File: src/rtl/mem_arb_pkg.sv
// Shared types and default sizing for the unified-memory port arbiter.
package mem_arb_pkg;

    // Owner of an in-flight memory access; NONE also covers stores and idle cycles.
    typedef enum logic [1:0] {
        OWN_NONE = 2'd0,
        OWN_IF   = 2'd1,
        OWN_LS   = 2'd2
    } owner_t;

    localparam int ADDR_W_DEF     = 16;
    localparam int DATA_W_DEF     = 32;
    localparam int RD_LAT_DEF     = 1;
    localparam int STARVE_MAX_DEF = 4;

    // Bits needed to hold a counter that saturates at max_val.
    function automatic int cnt_width(input int max_val);
        return (max_val < 1) ? 1 : $clog2(max_val + 1);
    endfunction

endpackage

File: src/rtl/arb_tag_pipe.sv
// Owner-tag delay line: a tag entering with a grant leaves DEPTH cycles later,
// lined up with the memory read data for that grant.
module arb_tag_pipe
    import mem_arb_pkg::*;
#(
    parameter int DEPTH = RD_LAT_DEF
) (
    input  logic   clk,
    input  logic   rst,
    input  owner_t tag_in,
    output owner_t tag_out
);

    owner_t stage [DEPTH];

    // Shift tags one stage per cycle; reset empties the pipe so dropped reads never answer.
    always_ff @(posedge clk or posedge rst) begin
        if (rst) begin
            for (int i = 0; i < DEPTH; i++) stage[i] <= OWN_NONE;
        end else begin
            stage[0] <= tag_in;
            for (int i = 1; i < DEPTH; i++) stage[i] <= stage[i-1];
        end
    end

    assign tag_out = stage[DEPTH-1];

endmodule

File: src/rtl/mem_port_arbiter.sv
// Arbitrates instruction fetch and load/store onto one single-port memory and
// routes read data back to whichever requester owned the access.
//
// Handshake: a request transfers in the cycle where its valid and ready are both
// high. ready is combinational and may depend on the other requester's valid;
// requesters hold their inputs stable while valid & !ready. Responses carry no
// ready: the owner's rsp_valid pulses for one cycle and must be consumed then.
module mem_port_arbiter
    import mem_arb_pkg::*;
#(
    parameter int ADDR_W     = ADDR_W_DEF,
    parameter int DATA_W     = DATA_W_DEF,
    parameter int RD_LAT     = RD_LAT_DEF,
    parameter int STARVE_MAX = STARVE_MAX_DEF
) (
    input  logic                clk,
    input  logic                rst,
    input  logic                if_req_valid,
    output logic                if_req_ready,
    input  logic [ADDR_W-1:0]   if_req_addr,
    output logic                if_rsp_valid,
    output logic [DATA_W-1:0]   if_rsp_data,
    input  logic                ls_req_valid,
    output logic                ls_req_ready,
    input  logic                ls_req_we,
    input  logic [DATA_W/8-1:0] ls_req_be,
    input  logic [ADDR_W-1:0]   ls_req_addr,
    input  logic [DATA_W-1:0]   ls_req_wdata,
    output logic                ls_rsp_valid,
    output logic [DATA_W-1:0]   ls_rsp_data,
    output logic                mem_en,
    output logic                mem_we,
    output logic [DATA_W/8-1:0] mem_be,
    output logic [ADDR_W-1:0]   mem_addr,
    output logic [DATA_W-1:0]   mem_wdata,
    input  logic [DATA_W-1:0]   mem_rdata
);

    localparam int CW = cnt_width(STARVE_MAX);
    localparam logic [CW-1:0] STARVE_LIM = CW'(STARVE_MAX);

    logic [CW-1:0] starve_cnt;
    logic          if_gnt;
    logic          ls_gnt;
    owner_t        tag_in;
    owner_t        tag_out;
    logic [DATA_W-1:0] if_hold;
    logic [DATA_W-1:0] ls_hold;

    // Grant: LS normally wins; a fetch that has waited STARVE_MAX cycles takes the next slot.
    always_comb begin
        if_gnt = 1'b0;
        ls_gnt = 1'b0;
        if (if_req_valid && (!ls_req_valid || starve_cnt == STARVE_LIM)) begin
            if_gnt = 1'b1;
        end else if (ls_req_valid) begin
            ls_gnt = 1'b1;
        end
    end

    assign if_req_ready = if_gnt;
    assign ls_req_ready = ls_gnt;

    // Count consecutive refused fetch cycles, saturating; any fetch grant or idle fetch clears it.
    always_ff @(posedge clk or posedge rst) begin
        if (rst) begin
            starve_cnt <= '0;
        end else if (!if_req_valid || if_gnt) begin
            starve_cnt <= '0;
        end else if (starve_cnt != STARVE_LIM) begin
            starve_cnt <= starve_cnt + 1'b1;
        end
    end

    // Memory port mux driven straight from the winning request; idle port is all zero.
    always_comb begin
        mem_en    = 1'b0;
        mem_we    = 1'b0;
        mem_be    = '0;
        mem_addr  = '0;
        mem_wdata = '0;
        tag_in    = OWN_NONE;
        if (ls_gnt) begin
            mem_en    = 1'b1;
            mem_we    = ls_req_we;
            mem_be    = ls_req_be;
            mem_addr  = ls_req_addr;
            mem_wdata = ls_req_wdata;
            tag_in    = ls_req_we ? OWN_NONE : OWN_LS;
        end else if (if_gnt) begin
            mem_en   = 1'b1;
            mem_addr = if_req_addr;
            tag_in   = OWN_IF;
        end
    end

    arb_tag_pipe #(
        .DEPTH (RD_LAT)
    ) u_tag_pipe (
        .clk     (clk),
        .rst     (rst),
        .tag_in  (tag_in),
        .tag_out (tag_out)
    );

    assign if_rsp_valid = (tag_out == OWN_IF);
    assign ls_rsp_valid = (tag_out == OWN_LS);

    // Remember each requester's last returned word so its data bus holds while idle.
    always_ff @(posedge clk or posedge rst) begin
        if (rst) begin
            if_hold <= '0;
            ls_hold <= '0;
        end else begin
            if (if_rsp_valid) if_hold <= mem_rdata;
            if (ls_rsp_valid) ls_hold <= mem_rdata;
        end
    end

    assign if_rsp_data = if_rsp_valid ? mem_rdata : if_hold;
    assign ls_rsp_data = ls_rsp_valid ? mem_rdata : ls_hold;

endmodule

File: config.mk
export PLATFORM = sky130hd
export DESIGN_NAME = mem_port_arbiter
export DESIGN_NICKNAME = d
export VERILOG_FILES = /design/src/rtl/mem_arb_pkg.sv /design/src/rtl/arb_tag_pipe.sv /design/src/rtl/mem_port_arbiter.sv
export SDC_FILE = /design/constraint.sdc
export NUM_CORES = 1
export LEC_CHECK = 0
export CAP_MARGIN = 20
export CORE_MARGIN = 4
export CORE_UTILIZATION = 39
export DETAILED_ROUTE_END_ITERATION = 7
export GPL_ROUTABILITY_DRIVEN = 0
export HOLD_SLACK_MARGIN = 0.08
export PLACE_DENSITY = 0.86
export SLEW_MARGIN = 20
export SYNTH_ARGS = -nofsm -noshare
export SYNTH_HDL_FRONTEND = slang
export SYNTH_SLANG_ARGS = --single-unit
File: constraint.sdc
create_clock -name clk -period 4.29 [get_ports clk]
set_clock_uncertainty 0.2 [all_clocks]
set_input_delay 0.6435 -clock clk [delete_from_list [all_inputs] [get_ports clk]]
set_output_delay 0.6435 -clock clk [all_outputs]
set_load 0.02 [all_outputs]
==> impl_results.html, run 1 <==
<table>
<tr><th>Metric</th><th>Value</th></tr>
<tr><th colspan="2">Finish</th></tr>
<tr><td>Proportion of layout cells with a drive suffix above 1</td><td>between 15 and 20%</td></tr>
<tr><td>Total number of nets in the final design</td><td>590</td></tr>
<tr><td>Layout-stage area growth over the synthesis result</td><td>72.9%</td></tr>
<tr><td>Register Area</td><td>~1700 µm²</td></tr>
<tr><td>Combined area of the multi-input logic cells</td><td>1540 µm²</td></tr>
<tr><td>Total inserted antenna cells</td><td>0</td></tr>
<tr><td>Fill cell total of the finished layout</td><td>578</td></tr>
<tr><td>Final Instance Area</td><td>approximately 6000 µm²</td></tr>
<tr><th colspan="2">Floorplanning</th></tr>
<tr><td>Overall die area</td><td>between 10000 and 15000 µm²</td></tr>
<tr><td>Horizontal extent of the die</td><td>102 µm</td></tr>
<tr><td>Number of rows created at floorplan</td><td>33</td></tr>
<tr><td>Core area</td><td>roughly 8400 µm²</td></tr>
<tr><td>Die Span Y</td><td>~100 µm</td></tr>
<tr><td>Starting density of the core</td><td>41.0%</td></tr>
<tr><td>Top-level I/O count</td><td>between 200 and 250</td></tr>
<tr><th colspan="2">Placed design</th></tr>
<tr><td>Placed standard-cell area</td><td>around 5700 µm²</td></tr>
<tr><td>Total half-perimeter wirelength after legalization and detailed placement</td><td>just under 9 mm</td></tr>
<tr><td>Number of buffer cells added on primary ports</td><td>about 230</td></tr>
<tr><th colspan="2">Synthesis</th></tr>
<tr><td>Netlist cell types</td><td>22</td></tr>
<tr><td>Synth Net Count</td><td>about 370</td></tr>
<tr><td>Netlist area before placement</td><td>3440 µm²</td></tr>
<tr><td>Top cell type by total area after synthesis</td><td>sky130_fd_sc_hd__dfrtp_1</td></tr>
<tr><td>Synth top area share</td><td>50.2%</td></tr>
<tr><td>Average cell area after synthesis</td><td>between 10 and 15 µm²</td></tr>
<tr><td>Post-synthesis sequential element count</td><td>69</td></tr>
<tr><td>Leading cell types by total area after synthesis</td><td>sky130_fd_sc_hd__dfrtp_1 (50%), sky130_fd_sc_hd__mux2_4 (25%), sky130_fd_sc_hd__and3_1 (6.9%)</td></tr>
<tr><td>Sequential area share after synthesis</td><td>between 50 and 60%</td></tr>
<tr><td>Gate count after technology mapping</td><td>264</td></tr>
<tr><td>Total number of yosys warnings</td><td>0</td></tr>
<tr><th colspan="2">Timing</th></tr>
<tr><td>Worst-margin pin slew</td><td>between 800 and 900 ps</td></tr>
<tr><td>Tcrit/Tclk final</td><td>82.5%</td></tr>
<tr><td>Worst slew margin</td><td>between 40 and 50%</td></tr>
<tr><td>Hold slack</td><td>between 200 and 300 ps</td></tr>
<tr><td>Setup repair after global routing missed its margin</td><td>no</td></tr>
<tr><td>Final Hold Violating Endpoints</td><td>0</td></tr>
<tr><td>Final setup fails</td><td>0</td></tr>
<tr><td>Clock period minus worst slack</td><td>approximately 3500 ps</td></tr>
<tr><td>Maximum frequency from static timing analysis</td><td>around 280 MHz</td></tr>
<tr><td>Final Slew Violations</td><td>0</td></tr>
<tr><td>Setup Total Neg Slack</td><td>0 ps</td></tr>
<tr><th colspan="2">CTS</th></tr>
<tr><td>Total clock buffers created by CTS</td><td>9</td></tr>
<tr><td>Cells resized by post-CTS repair</td><td>0</td></tr>
<tr><td>Hold Buf Count CTS</td><td>0</td></tr>
<tr><td>H-tree depth reported by CTS</td><td>3</td></tr>
<tr><td>CTS sink count</td><td>69</td></tr>
<tr><td>TritonCTS clock tree</td><td>built</td></tr>
<tr><td>Root Buffer Master</td><td>sky130_fd_sc_hd__clkbuf_8</td></tr>
<tr><td>Clk buf depth</td><td>2</td></tr>
<tr><td>Clock transition time at the flip-flop clock pins of the worst setup and hold paths</td><td>70 ps</td></tr>
<tr><td>Clk Latency, worst-skew pair</td><td>between 300 and 400 ps</td></tr>
<tr><td>Setup Buffers After CTS</td><td>0</td></tr>
<tr><th colspan="2">Detailed routing</th></tr>
<tr><td>Number of optimization iterations in the first detailed-route pass</td><td>4</td></tr>
<tr><td>Vias per inst</td><td>between 4 and 5</td></tr>
<tr><td>Number of nets with antenna violations after routing</td><td>0</td></tr>
<tr><td>DRT iter0 DRCs</td><td>74</td></tr>
<tr><td>DR WL/cell</td><td>19.0 µm</td></tr>
<tr><td>DRC violation count after routing</td><td>0</td></tr>
<tr><td>Total Wirelength</td><td>around 11 mm</td></tr>
<tr><td>Routed via count</td><td>2926</td></tr>
<tr><th colspan="2">Worst hold path</th></tr>
<tr><td>Hold worst-path end</td><td>starve_cnt[0]</td></tr>
<tr><td>Hold Path Cell Cnt</td><td>1</td></tr>
<tr><td>Path class of the lowest-slack min-delay path</td><td>reg -&gt; reg</td></tr>
<tr><td>Min-delay src</td><td>starve_cnt[0]</td></tr>
<tr><th colspan="2">Global routing</th></tr>
<tr><td>Global-route wire length before repair</td><td>about 17 mm</td></tr>
<tr><td>Via count of the first global-routing pass</td><td>around 3100</td></tr>
<tr><td>Number of antenna violations at the first check in global routing</td><td>0</td></tr>
<tr><td>Global-route total usage across every layer</td><td>21.3%</td></tr>
<tr><td>Largest net degree at the start of global routing</td><td>between 50 and 60</td></tr>
<tr><td>Global route overflow</td><td>0</td></tr>
<tr><th colspan="2">Power and ir drop</th></tr>
<tr><td>Standby leakage power</td><td>around 2.7 nW</td></tr>
<tr><td>Pwr per Cell Area</td><td>about 380 nW/µm²</td></tr>
<tr><td>Maximum ir drop on the vdd rail</td><td>about 210 µV</td></tr>
<tr><td>Overall power of the completed layout</td><td>2.25 mW</td></tr>
<tr><th colspan="2">Setup path</th></tr>
<tr><td>Slowest-stage cell, CP</td><td>sky130_fd_sc_hd__and3_1</td></tr>
<tr><td>Data arrival at the endpoint of the critical path</td><td>around 2700 ps</td></tr>
<tr><td>Worst-path maximum fanout</td><td>21</td></tr>
<tr><td>Setup crit start kind</td><td>input pin</td></tr>
<tr><td>Reg2reg end</td><td>if_hold[31]</td></tr>
<tr><td>CP required</td><td>~3500 ps</td></tr>
<tr><td>R2r setup slk</td><td>roughly 2300 ps</td></tr>
<tr><td>Worst R2R Start</td><td>u_tag_pipe.tag_out[1]</td></tr>
<tr><td>CP Cell Sequence</td><td>clkdlybuf4s50_1 -&gt; buf_4 -&gt; and3_1 -&gt; o22ai_1 -&gt; clkdlybuf4s50_1</td></tr>
<tr><td>Cell mode on critical path</td><td>sky130_fd_sc_hd__clkdlybuf4s50_1</td></tr>
<tr><td>Endpoint kind of the worst setup timing path</td><td>output port</td></tr>
<tr><td>Startpoint-to-endpoint class of the critical path</td><td>in -&gt; out</td></tr>
<tr><td>Critical Path Max Stage Delay</td><td>between 500 and 600 ps</td></tr>
<tr><td>Worst-case reg-to-reg path depth</td><td>3</td></tr>
<tr><th colspan="2">Outcome</th></tr>
<tr><td>Run status</td><td>complete, no violations</td></tr>
<tr><th colspan="2">Job</th></tr>
<tr><td>Max-capacitance violation count</td><td>0</td></tr>
</table>
-- cell usage in the layout (no fill, tap or decap), types with 4 or more instances in the layout --
cell                              Yosys  routed
sky130_fd_sc_hd__nand2_1             33      33
sky130_fd_sc_hd__clkbuf_8             0      10
sky130_fd_sc_hd__buf_4                3       4
sky130_fd_sc_hd__dfrtp_1             69      69
sky130_fd_sc_hd__inv_1                5       4
sky130_fd_sc_hd__and3_1              38      38
sky130_fd_sc_hd__mux2_2               6       6
sky130_fd_sc_hd__o22ai_1             16      16
sky130_fd_sc_hd__clkdlybuf4s50_1      0     226
sky130_fd_sc_hd__mux2_4              58      58
-- routing by layer --
layer | routed length, µm | vias to the layer above | global-route usage, %
li1 | - | 1356 | -
met1 | 4000 | 1354 | 23.3
met2 | 5490 | 175 | 35.5
met3 | 993 | 41 | 7.78
met4 | 733 | 0 | 12.8
met5 | 0 | - | 0
-- registers in the layout, summed over array words and instances (netlist names) --
name / count
u_tag_pipe.tag_out: 2
if_hold: 32
starve_cnt: 3
ls_hold: 32
-- how the worst max path moves through the flow --
stage                            start            to  slack (ps)  cells past startpoint
final                     if_req_valid   mem_addr[8]         750                      5
after global routing      if_req_valid  mem_addr[10]         630                      5
after CTS                 if_req_valid   mem_addr[7]         800                      5
after detailed placement  if_req_valid   mem_addr[7]         810                      5
after global placement    if_req_valid   mem_addr[1]         880                      5
after floorplan                    rst    if_hold[0]        1710                      1
-- synthesized netlist by cell type --
cell and instances:
sky130_fd_sc_hd__and3_1 38, sky130_fd_sc_hd__a21oi_1 1, sky130_fd_sc_hd__o22ai_1 16, sky130_fd_sc_hd__inv_1 5
sky130_fd_sc_hd__mux2_4 58, sky130_fd_sc_hd__or2_2 1, sky130_fd_sc_hd__nand3_1 1, sky130_fd_sc_hd__or3b_1 1
sky130_fd_sc_hd__clkbuf_1 5, sky130_fd_sc_hd__a21boi_2 1, sky130_fd_sc_hd__buf_6 9, sky130_fd_sc_hd__and2_1 1
sky130_fd_sc_hd__mux2_2 6, sky130_fd_sc_hd__ha_1 2, sky130_fd_sc_hd__buf_2 6, sky130_fd_sc_hd__nor2b_1 3
sky130_fd_sc_hd__dfrtp_1 69, sky130_fd_sc_hd__nand2_1 33, sky130_fd_sc_hd__nor3b_1 1, sky130_fd_sc_hd__a211oi_1 2
sky130_fd_sc_hd__nand2b_1 2, sky130_fd_sc_hd__buf_4 3
-- per-stage QoR --
step / utilization, % / instances / setup WS (ps)
after global placement: 68.2 / 577 / 881
after floorplan: - / 264 / 1710
after CTS: 71.0 / 592 / 799
after global routing: 71.0 / 592 / 632
after detailed placement: 68.3 / 577 / 806
final: 71.0 / 592 / 752
-- cells by family (layout without fill, tap and decap cells) --
kind of cell / after synthesis / count (layout) / share of synthesized area, %
buffers and inverters: 28 / 251 / 5.57
adders and majority gates: 2 / 2 / 0.727
and+or+nand+nor: 81 / 81 / 12.4
AOI/OAI and AO/OA: 20 / 20 / 3.82
DFF: 69 / 69 / 50.2
muxes: 64 / 64 / 27.3
-- report_power, final --
part           switching [mW]  internal (mW)  leakage (nW)  total, mW
clock network           0.238          0.342         0.109      0.580
logic                   0.388          0.487          1.76      0.875
registers              0.0315          0.759         0.816      0.791
-- layout make-up --
type / instances / share of cell area, %
tap: 105 / 2.21
sequential: 69 / 29.0
clock inverter: 5 / 1.43
timing repair buffer: 231 / 38.9
clock buffer: 10 / 2.31
multi-input combinational: 167 / 25.8
inverter: 5 / 0.316
-- worst max-delay path: cells and delay by family --
kind / cells / cell delay (ps)
AND/OR/NAND/NOR: 1 / 580
AO/OA/AOI/OAI: 1 / 170
buffers and inverters: 3 / 1290
Power figures use the tool's default switching activity.
==> run 2: changes to the inputs <==
--- a/config.mk
+++ b/config.mk
@@ -7,11 +7,11 @@
 export LEC_CHECK = 0
 export CAP_MARGIN = 20
 export CORE_MARGIN = 4
-export CORE_UTILIZATION = 39
+export CORE_UTILIZATION = 36
 export DETAILED_ROUTE_END_ITERATION = 7
 export GPL_ROUTABILITY_DRIVEN = 0
 export HOLD_SLACK_MARGIN = 0.08
-export PLACE_DENSITY = 0.86
+export PLACE_DENSITY = 0.81
 export SLEW_MARGIN = 20
 export SYNTH_ARGS = -nofsm -noshare
 export SYNTH_HDL_FRONTEND = slang
==> constraint.sdc (replaced) <==
create_clock -name clk -period 3.69 [get_ports clk]
set_clock_uncertainty 0.2 [all_clocks]
set_input_delay 0.5535 -clock clk [delete_from_list [all_inputs] [get_ports clk]]
set_output_delay 0.5535 -clock clk [all_outputs]
set_load 0.02 [all_outputs]
==> run 2 against run 1 <==
  * Die area up 7.7%
  * Sequential share of layout area is 0.26 points lower
  * Register-to-register slack worse by 420 ps
  * Critical path type is now reg -> out
  * Critical endpoint is now mem_addr[3]
==> impl_results.html, run 2 (synthesized netlist as in run 1, its figures left out) <==
<table>
<tr><th>Metric</th><th>Value</th></tr>
<tr><th colspan="2">Outcome</th></tr>
<tr><td>Run status</td><td>complete, no violations</td></tr>
<tr><th colspan="2">Setup path</th></tr>
<tr><td>Worst-path maximum fanout</td><td>17 (-19%)</td></tr>
<tr><td>Startpoint-to-endpoint class of the critical path</td><td>reg -&gt; out</td></tr>
<tr><td>Endpoint kind of the worst setup timing path</td><td>output port</td></tr>
<tr><td>Data arrival at the endpoint of the critical path</td><td>2430 ps (-260 ps)</td></tr>
<tr><td>CP required</td><td>2940 ps (-510 ps)</td></tr>
<tr><td>Setup crit start kind</td><td>register</td></tr>
<tr><th colspan="2">Global routing</th></tr>
<tr><td>Via count of the first global-routing pass</td><td>3211 (+3.8%)</td></tr>
<tr><td>Layer carrying the most global-route usage</td><td>met2</td></tr>
<tr><td>Met1 Resource Use GR</td><td>21.2% (-2.1 points)</td></tr>
<tr><td>GRT met2 Usage</td><td>31.7% (-3.7 points)</td></tr>
<tr><td>Largest net degree at the start of global routing</td><td>58 (unchanged)</td></tr>
<tr><td>Met3 demand-to-capacity share in global routing</td><td>6.12% (-1.7 points)</td></tr>
<tr><td>Global route overflow</td><td>0 (unchanged)</td></tr>
<tr><td>Number of antenna violations at the first check in global routing</td><td>0 (unchanged)</td></tr>
<tr><td>Global-route total usage across every layer</td><td>18.6% (-2.7 points)</td></tr>
<tr><td>Global-route wire length before repair</td><td>16.4 mm (-1.7%)</td></tr>
<tr><th colspan="2">Finish</th></tr>
<tr><td>Layout-stage area growth over the synthesis result</td><td>74.5%</td></tr>
<tr><td>Register Area</td><td>1730 µm² (unchanged)</td></tr>
<tr><td>Fill cell total of the finished layout</td><td>723 (+25%)</td></tr>
<tr><td>Total inserted antenna cells</td><td>0 (unchanged)</td></tr>
<tr><td>Top Registers</td><td>if_hold (32), ls_hold (32), starve_cnt (3)</td></tr>
<tr><td>Proportion of layout cells with a drive suffix above 1</td><td>19.1% (+0.83 points)</td></tr>
<tr><td>Commonest cells after routing, fill and taps aside</td><td>sky130_fd_sc_hd__clkdlybuf4s50_1 (226), sky130_fd_sc_hd__dfrtp_1 (69), sky130_fd_sc_hd__mux2_4 (58)</td></tr>
<tr><td>Combined area of the multi-input logic cells</td><td>1530 µm² (-0.33%)</td></tr>
<tr><td>Most common cell after layout, fill and taps aside</td><td>sky130_fd_sc_hd__clkdlybuf4s50_1</td></tr>
<tr><td>Total number of nets in the final design</td><td>594 (+0.68%)</td></tr>
<tr><td>Number of standard cells in the final layout excluding fillers</td><td>621 (+4.9%)</td></tr>
<tr><th colspan="2">CTS</th></tr>
<tr><td>TritonCTS clock tree</td><td>built</td></tr>
<tr><td>Hold Buf Count CTS</td><td>0 (unchanged)</td></tr>
<tr><td>Clk Latency, worst-skew pair</td><td>340 ps (about the same)</td></tr>
<tr><td>Cells resized by post-CTS repair</td><td>0 (unchanged)</td></tr>
<tr><td>Clock transition time at the flip-flop clock pins of the worst setup and hold paths</td><td>70 ps (about the same)</td></tr>
<tr><td>Setup Buffers After CTS</td><td>0 (unchanged)</td></tr>
<tr><td>H-tree depth reported by CTS</td><td>3 (unchanged)</td></tr>
<tr><td>Total clock buffers created by CTS</td><td>9 (unchanged)</td></tr>
<tr><td>Root Buffer Master</td><td>sky130_fd_sc_hd__clkbuf_8</td></tr>
<tr><td>CTS sink count</td><td>69 (unchanged)</td></tr>
<tr><td>Clk buf depth</td><td>2 (unchanged)</td></tr>
<tr><th colspan="2">Detailed routing</th></tr>
<tr><td>DR WL/cell</td><td>17.2 µm (-9.2%)</td></tr>
<tr><td>Total Wirelength</td><td>10.7 mm (-4.8%)</td></tr>
<tr><td>Vias per inst</td><td>4.74 (-4.1%)</td></tr>
<tr><td>DRT iter0 DRCs</td><td>69 (-6.8%)</td></tr>
<tr><td>Number of nets with antenna violations after routing</td><td>0 (unchanged)</td></tr>
<tr><td>Number of optimization iterations in the first detailed-route pass</td><td>4 (unchanged)</td></tr>
<tr><td>Routed via count</td><td>2943 (+0.58%)</td></tr>
<tr><td>DRC violation count after routing</td><td>0 (unchanged)</td></tr>
<tr><th colspan="2">Power and ir drop</th></tr>
<tr><td>Maximum ir drop on the vdd rail</td><td>256 µV (+19%)</td></tr>
<tr><td>Overall power of the completed layout</td><td>2.57 mW (+14%)</td></tr>
<tr><td>Standby leakage power</td><td>2.69 nW (+0.42%)</td></tr>
<tr><td>Pwr per Cell Area</td><td>428 nW/µm² (+13%)</td></tr>
<tr><th colspan="2">Placed design</th></tr>
<tr><td>Number of buffer cells added on primary ports</td><td>226 (unchanged)</td></tr>
<tr><td>Number of instances in the placed design</td><td>605 (+4.9%)</td></tr>
<tr><td>Total half-perimeter wirelength after legalization and detailed placement</td><td>8.20 mm (-6.9%)</td></tr>
<tr><td>Pre-CTS setup slack</td><td>590 ps (-215 ps)</td></tr>
<tr><th colspan="2">Timing</th></tr>
<tr><td>Worst-margin pin slew</td><td>645 ps (-237 ps)</td></tr>
<tr><td>Tcrit/Tclk final</td><td>between 80% and 90%</td></tr>
<tr><td>Clock period minus worst slack</td><td>3180 ps</td></tr>
<tr><td>Setup repair after global routing missed its margin</td><td>no</td></tr>
<tr><td>Maximum frequency from static timing analysis</td><td>314 MHz</td></tr>
<tr><td>Final Hold Violating Endpoints</td><td>0 (unchanged)</td></tr>
<tr><td>Worst slew margin</td><td>56.9% (+16 points)</td></tr>
<tr><td>Final Slew Violations</td><td>0 (unchanged)</td></tr>
<tr><td>Least setup slack across all paths after layout</td><td>506 ps (-246 ps)</td></tr>
<tr><td>Setup Total Neg Slack</td><td>0 ps (unchanged)</td></tr>
<tr><td>Final setup fails</td><td>0 (unchanged)</td></tr>
<tr><th colspan="2">Worst hold path</th></tr>
<tr><td>Path class of the lowest-slack min-delay path</td><td>reg -&gt; reg</td></tr>
<tr><th colspan="2">Floorplanning</th></tr>
<tr><td>Top-level I/O count</td><td>227 (unchanged)</td></tr>
<tr><td>Horizontal extent of the die</td><td>106 µm (+3.8%)</td></tr>
<tr><td>Overall die area</td><td>11200 µm² (+7.7%)</td></tr>
<tr><td>Core area</td><td>9280 µm² (+11%)</td></tr>
<tr><td>Die Span Y</td><td>106 µm (+3.8%)</td></tr>
<tr><td>Number of rows created at floorplan</td><td>35 (+6.1%)</td></tr>
<tr><td>Starting density of the core</td><td>37.0% (-4.0 points)</td></tr>
<tr><th colspan="2">Job</th></tr>
<tr><td>Max-capacitance violation count</td><td>0 (unchanged)</td></tr>
</table>
## run 2: cell count changes in the layout (fill, tap and decap cells not counted), sizes merged
cell	change
clkinvlp	+1
inv	+1
buf	+4
bufinv	-1
## run 2: worst max-delay path, stage by stage, from the launching register on
cell and delay [ps]:
sky130_fd_sc_hd__dfrtp_1 400, sky130_fd_sc_hd__inv_1 70, sky130_fd_sc_hd__ha_1 290, sky130_fd_sc_hd__and3_1 600, sky130_fd_sc_hd__o22ai_1 150, sky130_fd_sc_hd__clkdlybuf4s50_1 580
## run 2: worst paths after layout
kind / cells after the start / to / start / slack [ps]
max: 5 / mem_addr[3] / starve_cnt[0] / 510
max reg2reg: 4 / u_tag_pipe.tag_out[1] / starve_cnt[0] / 1900
min: 1 / starve_cnt[0] / starve_cnt[0] / 270
min in group asynchronous: 2 / ls_hold[31] / rst / 420
max in group asynchronous: 3 / ls_hold[1] / rst / 2120
min reg2reg: 1 / starve_cnt[0] / starve_cnt[0] / 270
## run 2: final cells by class
class | count | area share (%)
multi-input cells | 167 | 25.5
flip-flops and latches | 69 | 28.8
clock buffers | 10 | 2.29
clock inverters | 6 | 1.19
repair buffers | 235 | 39.2
inverters | 5 | 0.313
well taps | 129 | 2.69
## run 2: stage by stage
| stage | utilization [%] | hold WS (ps) | instance area [µm²] |
|---|---|---|---|
| floorplan | - | 233 | 3440 |
| global placement | 62.4 | 245 | 5790 |
| detailed placement | 62.4 | 264 | 5790 |
| CTS | 64.6 | 273 | 6000 |
| global route | 64.6 | 296 | 6000 |
| finish | 64.6 | 269 | 6000 |
## run 2: report_power, final
part | total (mW) | internal [mW] | switching [mW] | leakage, nW
combinational | 1.02 | 0.569 | 0.447 | 1.78
sequential | 0.920 | 0.883 | 0.0368 | 0.816
clock | 0.633 | 0.335 | 0.298 | 0.0991
## run 2: metal layers
layer | wire length, µm | up-vias
met2 | 5220 | 159
met4 | 299 | 0
met3 | 925 | 23
met1 | 4240 | 1400
li1 | - | 1361
met5 | 0 | -
